$ cat config.mk
export PLATFORM = sky130hd
export DESIGN_NAME = divider
export DESIGN_NICKNAME = d
export VERILOG_FILES = /design/src/rtl/divider.sv
export SDC_FILE = /design/constraint.sdc
export NUM_CORES = 1
export LEC_CHECK = 0
export BUFFER_PORTS_ARGS = -buffer_cell sky130_fd_sc_hd__clkbuf_2
export CAP_MARGIN = 20
export CORE_MARGIN = 10
export CORE_UTILIZATION = 30
export CTS_CLUSTER_SIZE = 8
export DETAILED_ROUTE_END_ITERATION = 10
export GPL_TIMING_DRIVEN = 0
export HOLD_SLACK_MARGIN = 0.1
export PLACE_DENSITY = 0.46
export SYNTH_ARGS = -nofsm -noshare
export SYNTH_HDL_FRONTEND = slang
export SYNTH_SLANG_ARGS = --single-unit
$ cat constraint.sdc
create_clock -name clk -period 2 [get_ports clk]
set_input_delay 0.2 -clock clk [delete_from_list [all_inputs] [get_ports clk]]
set_output_delay 0.2 -clock clk [all_outputs]
set_load 0.03 [all_outputs]
$ cat src/rtl/divider.sv
// Free-running iterative restoring divider: captures operands, runs N
// shift/subtract steps, then publishes saturated N/2-bit quotient and remainder.
module divider #(
    parameter int N = 4
) (
    input  logic           clk,
    input  logic           rstn,
    input  logic [N-1:0]   num1,
    input  logic [N-1:0]   num2,
    output logic [N/2-1:0] quotient,
    output logic [N/2-1:0] remainder
);

    localparam int H  = N / 2;
    localparam int CW = $clog2(N + 1);
    localparam logic [CW-1:0] CNT_ZERO = CW'(0);
    localparam logic [CW-1:0] CNT_ONE  = CW'(1);
    localparam logic [CW-1:0] CNT_LAST = CW'(N);

    logic [CW-1:0] cnt_q, cnt_d;
    logic [N-1:0]  dq_q, dq_d;
    logic [N-1:0]  dvs_q, dvs_d;
    logic [N-1:0]  rem_q, rem_d;
    logic [H-1:0]  quotient_q, quotient_d;
    logic [H-1:0]  remainder_q, remainder_d;

    logic [N:0]    trial_s;
    logic          ge_s;
    logic [N-1:0]  rem_sub_s;
    logic [N-1:0]  rem_step_s;
    logic [N-1:0]  quo_step_s;

    function automatic logic [H-1:0] sat_f(input logic [N-1:0] v);
        if (v[N-1:H] != {(N-H){1'b0}}) begin
            sat_f = {H{1'b1}};
        end else begin
            sat_f = v[H-1:0];
        end
    endfunction

    // dq_q shifts dividend bits out of the top while quotient bits enter at the bottom
    assign trial_s    = {rem_q, dq_q[N-1]};
    assign ge_s       = (trial_s >= {1'b0, dvs_q});
    assign rem_sub_s  = trial_s[N-1:0] - dvs_q;
    assign rem_step_s = ge_s ? rem_sub_s : trial_s[N-1:0];
    assign quo_step_s = {dq_q[N-2:0], ge_s};

    // Next-state: capture at cnt=0, one restoring step per cycle, publish at cnt=N
    always_comb begin
        cnt_d       = cnt_q;
        dq_d        = dq_q;
        dvs_d       = dvs_q;
        rem_d       = rem_q;
        quotient_d  = quotient_q;
        remainder_d = remainder_q;
        if (cnt_q == CNT_ZERO) begin
            dq_d  = num1;
            dvs_d = num2;
            rem_d = {N{1'b0}};
            cnt_d = CNT_ONE;
        end else begin
            dq_d  = quo_step_s;
            rem_d = rem_step_s;
            if (cnt_q == CNT_LAST) begin
                quotient_d = sat_f(quo_step_s);
                // divide-by-zero leaves the whole dividend in the remainder; report its low half
                if (dvs_q == {N{1'b0}}) begin
                    remainder_d = rem_step_s[H-1:0];
                end else begin
                    remainder_d = sat_f(rem_step_s);
                end
                cnt_d = CNT_ZERO;
            end else begin
                cnt_d = cnt_q + CNT_ONE;
            end
        end
    end

    // State registers with synchronous active-high reset
    always_ff @(posedge clk) begin
        if (rstn) begin
            cnt_q       <= CNT_ZERO;
            dq_q        <= {N{1'b0}};
            dvs_q       <= {N{1'b0}};
            rem_q       <= {N{1'b0}};
            quotient_q  <= {H{1'b0}};
            remainder_q <= {H{1'b0}};
        end else begin
            cnt_q       <= cnt_d;
            dq_q        <= dq_d;
            dvs_q       <= dvs_d;
            rem_q       <= rem_d;
            quotient_q  <= quotient_d;
            remainder_q <= remainder_d;
        end
    end

    assign quotient  = quotient_q;
    assign remainder = remainder_q;

endmodule

* Yosys cells after proc, flatten, opt, wreduce, memory -nomap -nowiden *
Index checks and enable logic that the tools add are counted.

cells by class
  $add $sub $neg = 2
  multipliers = 0
  div/mod/pow operators = 0
  $lt $le $gt $ge = 1
  eq/ne operators = 1
  shifts and indexed selects = 0
  multiplexer cells = 7
  bitwise logic cells = 1
  reduce and logical (&&, ||, !) cells = 7

operators with widths
  kind                 number
  $mux 4               2
  $mux 2               3
  $ge 5x4->1           1
  $logic_not 4->1      1
  $reduce_bool 2->1    2
  $sub 4x4->4          1
  $add 3x1->3 const B  1
  $eq 3x3->1 const B   1
  $logic_not 3->1      1
  $reduce_or 3->1      1
  $mux 1               2
  $reduce_and 2->1     1
  $reduce_or 2->1      1
  $not 1->1            1

storage, ports and cells
  register bits = 19
  bits in latches = 0
  RAM bits = 0
  bits in read-only memories = 0
  input bits = 10
  output and inout port bits = 4
  word-level logic and storage cells = 26
  memories kept = 0

* Depth between registers and ports, before layout *
  word-level depth = 5
  mapped depth = 8

* Worst setup path before layout *
Ideal clock, no wire load.

  kind = reg2reg
  start point = register dq_q[3]
  end point = register remainder_q[0] (netlist: remainder[0])
  arrival = 1684 ps
  setup slack = 190 ps
  stages on the path, launching flop included = 8
  buffers on the path = 0
  cells stage by stage = dfxtp_1 -> inv_1 -> ha_1 -> nand2b_4 -> a2111oi_4 -> nor3_2 -> a2111oi_4 -> a21oi_1

on the way
  word-level cells in the longest chain between the ends = 5

ends and longest elaborated chain
  item                                              RTL line  RTL
  from (decl)                                       21        logic [N-1:0] dq_q, dq_d;
  from (signal assigned)                            83        dq_q <= {N{1'b0}};
  from (signal assigned)                            90        dq_q <= dq_d;
  $sub 4x4->4 / $ge 5x4->1 (equally long branches)  44, 43
  $mux 4 *                                          45        assign rem_step_s = ge_s ? rem_sub_s : trial_s[N-1:0];
  $reduce_bool 2->1                                 34        if (v[N-1:H] != {(N-H){1'b0}}) begin
  $mux 2                                            34
  $mux 2 *                                          67        if (dvs_q == {N{1'b0}}) begin
  to (signal assigned)                              87        remainder_q <= {H{1'b0}};
  to (signal assigned)                              94        remainder_q <= remainder_d;
  to (decl)                                         25        logic [H-1:0] remainder_q, remainder_d;

Every way passes the cells marked *; elsewhere a longest branch is shown, timed or not.
A chain may end at the register's enable or synchronous reset.

* Worst setup path in the final report *
  start point = register dvs_q[2]
  end point = register remainder_q[0] (netlist: remainder[0])

on the way
  word-level cells in the longest chain between the ends = 5

ends and longest elaborated chain
  item                                              RTL line  RTL
  from (decl)                                       22        logic [N-1:0] dvs_q, dvs_d;
  from (signal assigned)                            84        dvs_q <= {N{1'b0}};
  from (signal assigned)                            91        dvs_q <= dvs_d;
  $sub 4x4->4 / $ge 5x4->1 (equally long branches)  44, 43
  $mux 4                                            45
  $reduce_bool 2->1                                 34
  $mux 2                                            34
  $mux 2 *                                          67

Marked as above.

==> summary.txt <==
Status - complete, no violations
Hold Crit Class - in -> reg
Ant diodes - 0
Max_slew headroom - 69.2%
First-pass GRT wire length - 3900 um
Max Root-Sink Buffers - 2
I/O pins - 14
Initial Utilization - 32.1%
Sequential area share after synthesis - 37.9%
Die Y - 77.9 um
RSZ-0062 raised after global routing - false
Share of the synthesized area in the top cell type - 37.9%
RR Endpoint - remainder[0]
CP required - 2.19 ns
Nets@finish - 152
Hold depth - 3
Antenna violations before repair - 0
Post-synth top flop - dfxtp_1
Synth area leader - dfxtp_1
CTS sink cnt - 19
Fin. max-slew vios - 0
Die width - 77.9 um
Clock Skews - 0.00582 ns
Critical R2R Launch - dvs_q[2]
Htree depth - 1
CP max FO - 7
Total CTS buffers - 3
Yosys warning count - 0
Pre-antenna DRT Iters - 4
Syn_nets - 133
Most frequent cells after synthesis - dfxtp_1, nand2_1, a21oi_1
Top cells by area, synth - dfxtp_1, ha_1, a21oi_1
Fin area - 1210 sq um
Reg-to-reg slack, setup - 0.11 ns
Final wirelength - 2260 um
R2R cell count - 7
Max Cap Viol - 0
I/O Buffers - 12
Synth unique cells - 28
Worst endpoint data arrival time - 2.08 ns
Crit path capture type - flip-flop
Most instantiated library cell after synthesis - dfxtp_1
Layout cells sized above 1 - 26.1%
CTS clock-pin slew for the worst setup and hold paths - 0.11 ns
Site Rows - 20
CTS tree - done
Crit path launch type - flip-flop
Hold slack final - 0.111 ns
Slew @ Worst Pin - 0.462 ns
Hold Violations, Final - 0
Pre-CTS WS - -0.0278 ns
Static Leakage - 0.464 nW
Post-synth ARST share - 0%
Number of synthesized register bits - 19
Hold EP - dq_q[3]
Die footprint - 6060 sq um
Total number of vias - 823
ANT nets after route - 0
Hold_sp - num1[3]
Synth Area per Inst - 8.66 sq um
Number of remaining DRC errors - 0
Area Overhead vs Synth - 20.8%
Initial drt markers - 26
Core ar. - 3130 sq um
Max Clock Freq - 529 MHz
Post-DP HPWL - 1810 um
Tcrit/Tclk final - 94.5%
Filler instances - 340
Count of flip-flops with a built-in enable after synthesis - 0
Gr ovfl total - 0
Worst setup margin - 0.109 ns
PwrDens - 804 nW/um^2
Netlist Area Pre-Place - 1000 sq um
Largest net degree at the start of global routing - 12
Critical path type - reg -> reg
Final setup viols - 0
Vias in the first global route - 845
Gr usage total - 7.86%
Maximum VDD drop - 0.470 mV
DP Area - 1120 sq um
Syn Inst Count - 116
Gp weighted congestion - 0.755
CTS Root Cell - clkbuf_4
Detail-routed via count per cell - 4.62
Final min period - 1.89 ns
Drt wl/cell - 12.7 um
Clk_lat worst skew - 0.30 ns
## critical path, stage by stage (launching register included)
cell and delay [ns]:
dfxtp_1 0.37, inv_1 0.06, ha_1 0.36, o21a_1 0.18
nor2_4 0.06, or2_4 0.26, a2111oi_4 0.37, a21oi_1 0.12
## area by class of cell
| class | instances | area (sq um) | area share [%] |
|---|---|---|---|
| multi-input cells | 85 | 622 | 51.2 |
| flip-flops and latches | 19 | 387 | 31.9 |
| repair buffers | 14 | 77.6 | 6.39 |
| well taps | 44 | 55.1 | 4.54 |
| inverters | 8 | 30.0 | 2.47 |
| clock buffers | 3 | 22.5 | 1.86 |
| plain buffers | 4 | 15.0 | 1.24 |
| clock inverters | 1 | 5.00 | 0.412 |
## flip-flops by register name, summed over array words and instances (netlist names)
register,cells
dq_q,4
rem_q,4
quotient,2
cnt_q,3
remainder,2
dvs_q,4
## through the flow
step	utilization [%]	total power [W]	cells	TNS, ns
3_5_place_dp	35.8	0.000753	172	-0.0412
5_1_grt	38.8	0.00105	178	0
6_report	38.8	0.000976	178	0
2_1_floorplan	-	0.000687	116	0
3_3_place_gp	35.8	0.000749	172	-0.0397
4_1_cts	37.3	0.000957	178	0
## power breakdown
group | leakage [nW] | total, W | switching, W | internal, W
clock | 0.0177 | 0.000191 | 0.000116 | 0.0000745
combinational | 0.289 | 0.000352 | 0.000196 | 0.000156
sequential | 0.157 | 0.000433 | 0.0000238 | 0.000409
total | 0.464 | 0.000976 | 0.000337 | 0.000639
## kinds of logic after synthesis
family / Yosys count / share of synthesized area (%)
simple gates: 52 / 27.3
compound gates: 24 / 19.2
flops: 19 / 37.9
buf+inv: 12 / 4.48
fa+ha+maj: 7 / 9.46
xor+xnor: 2 / 1.74
## cells in the final DEF, fill, tap and decap left out, drive strengths merged
cell / synthesis / layout
xor2: 1 / 1
or3: 1 / 1
dfxtp: 19 / 19
a41o: 1 / 1
or2: 2 / 2
a211oi: 2 / 2
a21oi: 13 / 13
nor2: 10 / 10
a2111oi: 2 / 2
nand2: 17 / 17
xnor2: 1 / 1
nor4: 3 / 3
ha: 6 / 6
buf: 0 / 1
nor3: 11 / 11
nand3b: 1 / 1
clkbuf: 4 / 19
o21a: 4 / 4
nor2b: 1 / 1
clkinv: 0 / 1
o31ai: 2 / 2
and2: 1 / 1
nor3b: 2 / 2
or3b: 1 / 1
dlygate4sd3: 0 / 1
fa: 1 / 1
nand2b: 2 / 2
inv: 8 / 8
## repair_timing
item	in CTS	in global routing
setup buffers	1	0
pin swaps	1	6
hold endpoints to repair	1	0
setup endpoints to repair	2	4
gates resized for setup	1	9
hold buffers	1	0
## worst max-delay path by stage
| stage | startpoint | endpoint | slack (ns) | cells past startpoint |
|---|---|---|---|---|
| after CTS | dq_q[3] | remainder[0] | 0.0005 | 7 |
| after global routing | dvs_q[2] | remainder[0] | 0.01 | 7 |
| after global placement | dvs_q[3] | remainder[0] | -0.03 | 7 |
| after floorplan | dq_q[3] | remainder[0] | 0.19 | 7 |
| final | dvs_q[2] | remainder[0] | 0.11 | 7 |
| after detailed placement | dvs_q[3] | remainder[1] | -0.03 | 7 |
## layer usage
layer  up-vias  track usage, %  routed length (um)
met2        11            12.7                1050
met3         2            3.11                  85
met4         0            2.74                  19
met5         -               0                   0
li1        439               -                   -
met1       371            9.20                1110
Note: power is estimated with default switching activity, not from simulation.
